--- config.mk ---
export PLATFORM = sky130hd
export DESIGN_NAME = cpu_sequencer
export DESIGN_NICKNAME = d
export VERILOG_FILES = /design/src/rtl/cpu_pkg.sv /design/src/rtl/regfile8x8.sv /design/src/rtl/cpu_sequencer.sv
export SDC_FILE = /design/constraint.sdc
export NUM_CORES = 1
export LEC_CHECK = 0
export BUFFER_PORTS_ARGS = -buffer_cell sky130_fd_sc_hd__buf_2
export CORE_MARGIN = 10
export CORE_UTILIZATION = 55
export CTS_CLUSTER_SIZE = 12
export DETAILED_ROUTE_END_ITERATION = 10
export PLACE_DENSITY_LB_ADDON = 0.05
export SYNTH_ARGS = -nofsm -noshare
export SYNTH_HDL_FRONTEND = slang
export SYNTH_SLANG_ARGS = --single-unit
export TNS_END_PERCENT = 1
--- constraint.sdc ---
create_clock -name clk -period 4.4 [get_ports clk]
set_input_delay 0.44 -clock clk [delete_from_list [all_inputs] [get_ports clk]]
set_output_delay 0.44 -clock clk [all_outputs]
set_load 0.01 [all_outputs]
--- src/rtl/cpu_pkg.sv ---
// cpu_pkg: opcodes, FSM states, instruction fields and status bits shared by the ALU and sequencer
package cpu_pkg;
  typedef enum logic [1:0] {FETCH, DECODE, EXEC, HALT} state_t;
  localparam logic [4:0] OP_RETX   = 5'd0;
  localparam logic [4:0] OP_RETY   = 5'd1;
  localparam logic [4:0] OP_ADD    = 5'd2;
  localparam logic [4:0] OP_SUB    = 5'd3;
  localparam logic [4:0] OP_CMP    = 5'd4;
  localparam logic [4:0] OP_LSHIFT = 5'd5;
  localparam logic [4:0] OP_LDI    = 5'b11000;
  localparam logic [4:0] OP_JMP    = 5'b11001;
  localparam logic [4:0] OP_JEQ    = 5'b11010;
  localparam logic [4:0] OP_HALT   = 5'b11111;
  localparam int OP_LSB = 11;
  localparam int RD_LSB = 8;
  localparam int RA_LSB = 5;
  localparam int RB_LSB = 2;
  localparam int S_EQ   = 0;
  localparam int S_ZERO = 1;
  function automatic logic is_alu(input logic [4:0] op);
    return op <= OP_LSHIFT;
  endfunction
endpackage

--- src/rtl/regfile8x8.sv ---
// regfile8x8: 8x8 register file, two async read ports, one sync write port, async clear
module regfile8x8 (
  input  logic       clk,
  input  logic       rst,
  input  logic       i_we,
  input  logic [2:0] i_wa,
  input  logic [7:0] i_wd,
  input  logic [2:0] i_ra,
  input  logic [2:0] i_rb,
  output logic [7:0] o_ra,
  output logic [7:0] o_rb
);
  logic [7:0] r_mem [8];
  always_ff @(posedge clk or posedge rst)
    if (rst) for (int i = 0; i < 8; i++) r_mem[i] <= '0;
    else if (i_we) r_mem[i_wa] <= i_wd;
  assign o_ra = r_mem[i_ra];
  assign o_rb = r_mem[i_rb];
endmodule

--- src/rtl/cpu_sequencer.sv ---
// cpu_sequencer: fetch/decode/execute controller driving the 8-bit ALU
module cpu_sequencer
  import cpu_pkg::*;
(
  input  logic        clk,
  input  logic        rst,
  output logic        imem_req,
  output logic [7:0]  imem_addr,
  input  logic        imem_ack,
  input  logic [15:0] imem_data,
  output logic [4:0]  alu_aop,
  output logic [7:0]  alu_x,
  output logic [7:0]  alu_y,
  output logic [7:0]  alu_s,
  input  logic [7:0]  alu_o,
  input  logic [7:0]  alu_os,
  output logic [7:0]  pc,
  output logic        halted
);
  state_t      r_state, w_next;
  logic [15:0] r_ir;
  logic [7:0]  r_pc, r_s, r_x, r_y, w_imm, w_rd_a, w_rd_b, w_wd, w_pc_next;
  logic [4:0]  r_aop, w_op;
  logic [2:0]  w_rd, w_ra, w_rb;
  logic        w_we;
  assign w_op  = r_ir[OP_LSB +: 5];
  assign w_rd  = r_ir[RD_LSB +: 3];
  assign w_ra  = r_ir[RA_LSB +: 3];
  assign w_rb  = r_ir[RB_LSB +: 3];
  assign w_imm = r_ir[7:0];
  regfile8x8 u_rf (
    .clk  (clk),
    .rst  (rst),
    .i_we (w_we),
    .i_wa (w_rd),
    .i_wd (w_wd),
    .i_ra (w_ra),
    .i_rb (w_rb),
    .o_ra (w_rd_a),
    .o_rb (w_rd_b)
  );
  always_comb begin
    w_next = r_state == FETCH  ? (imem_ack ? DECODE : FETCH) :
             r_state == DECODE ? EXEC :
             r_state == EXEC   ? (w_op == OP_HALT ? HALT : FETCH) : HALT;
    w_we = r_state == EXEC && ((is_alu(w_op) && w_op != OP_CMP) || w_op == OP_LDI);
    w_wd = w_op == OP_LDI ? w_imm : alu_o;
    w_pc_next = (w_op == OP_JMP || (w_op == OP_JEQ && r_s[S_EQ])) ? w_imm :
                w_op == OP_HALT ? r_pc : r_pc + 8'd1;
  end
  always_ff @(posedge clk or posedge rst)
    if (rst) begin
      r_state <= FETCH;
      r_ir    <= '0;
      r_pc    <= '0;
      r_s     <= '0;
      r_aop   <= '0;
      r_x     <= '0;
      r_y     <= '0;
    end else begin
      r_state <= w_next;
      if (r_state == FETCH && imem_ack) r_ir <= imem_data;
      if (r_state == DECODE) begin
        r_aop <= w_op;
        r_x   <= w_rd_a;
        r_y   <= w_rd_b;
      end
      if (r_state == EXEC) begin
        r_pc <= w_pc_next;
        if (is_alu(w_op)) r_s <= alu_os;
      end
    end
  assign imem_req  = r_state == FETCH && !rst;
  assign imem_addr = r_pc;
  assign pc        = r_pc;
  assign alu_aop   = r_aop;
  assign alu_x     = r_x;
  assign alu_y     = r_y;
  assign alu_s     = r_s;
  assign halted    = r_state == HALT;
endmodule
## Word-level counts from Yosys, hierarchy flattened

Cells that the tools add are included.

- Register bits after elaboration: 119
- Input port bits: 35

- Muxes and demuxes: 17
- Eq/ne operators: 9
- Reduce and logical (&&, ||, !) cells: 12
- $lt $le $gt $ge: 5
- Bitwise operators: 3
- Add/sub/neg operators: 1

Operators with widths:

| operator | count |
|---|---|
| $bwmux W64 | 1 |
| $mux W8 | 8 |
| $bmux W8 S3 | 2 |
| $demux W8 S3 | 1 |
| $eq A5 B5 Y1 const B | 4 |
| $ge A4 B4 Y1 const B | 3 |
| $not A3 Y4 | 3 |
| $add A8 B1 Y8 const B | 1 |
| $mux W2 | 4 |
| $logic_and A1 B1 Y1 | 6 |
| $le A5 B3 Y1 const B | 1 |
| $ne A5 B3 Y1 const B | 1 |
| $eq A2 B2 Y1 const B | 2 |
| $lt A4 B1 Y1 const B | 1 |
| $reduce_and A2 Y1 | 2 |
| $eq A2 B1 Y1 const B | 1 |
| $logic_not A2 Y1 | 1 |
| $logic_or A1 B1 Y1 | 2 |
| $ne A2 B2 Y1 const B | 1 |
| $logic_not A1 Y1 | 1 |
| $mux W1 | 1 |

## Logic depth before layout (Yosys ltp)

- Word-level depth: 6
- Mapped depth: 6
- Gate-level depth less buffers: 5

## Cells and area by module

A second synthesis with hierarchy kept.

- Cell total of the unflattened synthesis: 391
- Area total of the unflattened synthesis: 6048.3 µm²

Modules (own cells, without submodules):

| module | cells each | area each (µm²) | times used | seq. area each (µm²) |
|---|---|---|---|---|
| regfile8x8 | 202 | 3543.4 | 1 | 1601.5 |
| cpu_sequencer | 189 | 2504.9 | 1 | 1376.3 |

## Worst setup path after synthesis

OpenSTA, ideal clock, no wires.

- Path type: register -> register
- Start: register r_ir[13]
- End: register u_rf.r_mem[10] in the netlist's numbering
- Arrival: 1859 ps
- Required time: 4275 ps
- Period minus slack after synthesis: 1984 ps
- Setup time: 125 ps
- Slack: 2416 ps
- Cell stages (with the launch flop): 5
- Path buffers: 0
- Cells stage by stage: dfrtp_1 or3b_2 nand4_4 a2111oi_4 mux2_2

- Longest elaborated chain between the ends: 4
- Elaborated cells on any way between the ends: 8
- Those cells by class: order compare (1); eq/ne (2); mux (2); reduce/logical (3)

RTL lines:

| item | RTL line | source |
|---|---|---|
| start: declaration | cpu_sequencer.sv:21 | `logic [15:0] r_ir;` |
| start signal: assignment | cpu_sequencer.sv:62 | `if (r_state == FETCH && imem_ack) r_ir <= imem_data;` |
| $le A5 B3 Y1 / $ne A5 B3 Y1 (equally long branches) | cpu_pkg.sv:21, cpu_sequencer.sv:46 |  |
| $logic_and A1 B1 Y1 | cpu_sequencer.sv:46 | `w_we = r_state == EXEC && ((is_alu(w_op) && w_op != OP_CMP) \|\| w_op == OP_LDI);` |
| $logic_or A1 B1 Y1 | cpu_sequencer.sv:46 |  |
| $logic_and A1 B1 Y1 | cpu_sequencer.sv:46 |  |
| end signal: indexed assignment | regfile8x8.sv:16 | `else if (i_we) r_mem[i_wa] <= i_wd;` |
| end: declaration | regfile8x8.sv:13 | `logic [7:0] r_mem [8];` |

Several ways; a longest one is shown, not always the timed one.
A chain may end at the register's enable or synchronous reset.

## Final worst setup path

- Start: register r_state[0]
- End: register u_rf.r_mem[44] in the netlist's numbering

- Longest elaborated chain between the ends: 2

RTL lines:

| item | RTL line | source |
|---|---|---|
| start: declaration | cpu_sequencer.sv:20 | `state_t r_state, w_next;` |
| start signal: assignment | cpu_sequencer.sv:61 | `r_state <= w_next;` |
| $eq A2 B2 Y1 | cpu_sequencer.sv:46 |  |
| $logic_and A1 B1 Y1 | cpu_sequencer.sv:46 |  |

Every way passes these cells.

==> out/summary.txt <==
leakage power: 3.146 nW
I/O pin cnt: 82
Fin. Hold Viols: 0
Int Power: 3.341 mW
CP max stage cell: a2111oi_4
Worst Hold Class: input pin to asynchronous set/reset pin
count of state elements after synthesis: 119
first-pass GRT wire length: 21,710 um
Tot GR Track Use: 18.81%
final wirelength: 13,270 um
CTS sink count: 119
largest net degree at the start of global routing: 60
number of setup buffers added after CTS: 0
worst-margin pin slew: 1.224 ns
Final #Nets: 522
maximum clock frequency: 0.3517 GHz
total gr overflow: 0
Multi-input gate area: 0.002723 mm^2
Crit path largest cell delay: 1.04 ns
routability cong.: 0.7577
Post-CTS Hold Buffers: 0
Final Cycle Share: 64.63%
initial drt markers: 224
input/output buffers: 81
vias post-DR: 3,703
clock tree buffer depth: 2
Seq/Total Area, Yosys: 50.68%
# H-tree levels: 4
Starting Density: 56.66%
Max VDD drop: 485.9 uV
CTS resizes: 0
CP Data Arrival Time: 3.24 ns
total die area: 0.01522 mm^2
Worst Setup End Kind: flop
Inserted Clock Buffers: 17
Synth warnings: 0
core area: 0.01037 mm^2
clock power share: 26.2%
Min Hold Slack: 0.05941 ns
Horiz. Die Dim: 123.4 um
Slew headroom: 18.23%
most common cell after layout, fill and taps aside: dfrtp_1
mapped cell area: 0.005876 mm^2
Final ANT Viol Nets: 0
flop2flop setup slack: 1.56 ns
clock latency on the worst-skew pair: 0.52 ns
library cells used by synthesis: 33
Critical Path, Cell by Cell: and2b_2, nand4bb_1, a2111oi_4, mux2_2
CP Class: flop to flop
most frequent cells in the layout: 119 x dfrtp_1, 99 x mux2_2, 81 x buf_2
Layout fillers: 784
WL per Instance: 20.90 um
max_cap viols: 0
clock period minus worst slack: 2.844 ns
CTS tree: built
kind of cell adding the most delay to the critical path: compound AO/OA/AOI/OAI gates
clk root buf: clkbuf_8
Clk pin slew, worst setup/hold paths: 0.06 ns
switching power: 1.726 mW
unrepaired setup endpoints after global routing: no
Critical Path RT: 4.80 ns
Layout area overhead: 17.59%
Crit Path Max Fanout: 8
sequential power share: 41.6%
number of global-route vias before repair: 3,964
pwr/cell area: 733.3 mW/mm^2
DRC viols: 0
# diodes: 0
layout cells sized above 1: 51.70%
Seq. cell area: 0.002978 mm^2
antenna violations before repair: 0
vias per cell: 5.831
status: complete, no violations
Fin Setup TNS: 0 ns
Avg Cell Area, Syn: 14.30 um^2
Mapped Nets: 447
Comb pwr share: 32.3%
Clock Skews: 0.007119 ns
setup violators final: 0
Gate Count Post-Synth: 411
startpoint type of the worst setup path: flop
post-DP HPWL: 8994 um
Die Y: 123.4 um
Buf/Inv on CP: 0
# rows: 37
final slew viol count: 0
total power: 5.067 mW
Pre-Repair DR Iteration Count: 4
Sw Ratio: 34.06%
Yosys cell counts, drive strengths merged:
library cell | count | area [um^2]
clkbuf | 12 | 45.04
or3b | 1 | 8.760
mux2 | 99 | 1115
o2bb2ai | 2 | 17.52
ha | 1 | 12.51
nand3 | 8 | 40.04
or4 | 1 | 7.510
inv | 9 | 33.78
nand4 | 2 | 27.53
o21ai | 26 | 130.1
and2b | 1 | 8.760
nand4bb | 1 | 11.26
nand3b | 1 | 7.510
a21oi | 5 | 40.03
nor3 | 3 | 15.01
and3 | 4 | 25.02
nand2 | 25 | 93.84
o31ai | 1 | 7.510
buf | 16 | 96.34
nor2 | 6 | 22.52
mux2i | 23 | 230.2
nand2b | 2 | 12.51
o311ai | 1 | 8.760
a211oi | 1 | 12.51
mux4 | 32 | 720.7
a22oi | 4 | 30.03
a2111oi | 4 | 110.1
dfrtp | 119 | 2978
o21a | 1 | 7.510
kinds of logic (layout without fill, tap and decap cells):
group                      Yosys count  after routing  synth area share, %
AOI/OAI and AO/OA                   45             45                6.197
adders and majority gates            1              1               0.2129
buffers and inverters               37            125                2.981
DFF                                119            119                50.68
muxes                              154            154                35.16
and+or+nand+nor                     55             55                4.770
power by group through the flow:
stage               Clock, mW  Sequential, mW  Combinational, mW
finish                   1.33            2.11               1.63
global route             1.41            2.20               1.79
floorplan                   0            1.84               1.43
CTS                      1.35            2.11               1.66
global placement            0            2.10               1.62
detailed placement          0            2.13               1.66
metal layers:
layer  global-route usage [%]  share of wire (%)  up-vias
li1                         -                  -     1684
met5                        0                  0        -
met2                    30.46                 50       90
met1                    23.76                 43     1910
met3                    5.424                5.1       19
met4                    6.477                1.7        0
final cells by class:
type,instances,share of cell area [%]
Tap cell,136,2.463
Multi-Input combinational cell,255,39.41
Sequential cell,119,43.10
Inverter,9,0.5252
Clock buffer,23,6.900
Timing Repair Buffer,84,6.193
Clock inverter,9,1.413
worst reg2reg max path, cell delays in order, from the launching register on:
cell and delay [ns]:
dfrtp_1 0.41, and2b_2 0.29, nand4bb_1 0.57, a2111oi_4 1.04, mux2_2 0.42
sequential cells by signal (all words and copies together), names as in the netlist:
name and cells:
u_rf.r_mem 64, r_ir 16, alu_s 8, alu_x 8, alu_y 8, imem_addr 8
alu_aop 5, r_state 2
stage by stage:
| step | utilization (%) | area [um^2] | setup slack [ns] | std cells |
|---|---|---|---|---|
| final | 66.63 | 6909 | 1.556 | 635 |
| after global routing | 66.63 | 6909 | 1.423 | 635 |
| after CTS | 66.63 | 6909 | 1.556 | 635 |
| after detailed placement | 61.09 | 6335 | 1.580 | 603 |
| after global placement | 61.09 | 6335 | 1.641 | 603 |
| after floorplan | - | 5876 | 0.8025 | 411 |
worst paths after layout:
kind / to / from / cells past startpoint
setup / recovery: u_rf.r_mem[44] / r_state[0] / 4
hold / removal: r_state[1] / rst / 2
setup reg to reg: u_rf.r_mem[44] / r_state[0] / 4
hold reg to reg: alu_x[7] / alu_x[7] / 2
max in group asynchronous: alu_x[2] / rst / 3
min in group clk: r_ir[10] / imem_data[10] / 3
No activity file was read; power rests on OpenSTA's default activity.
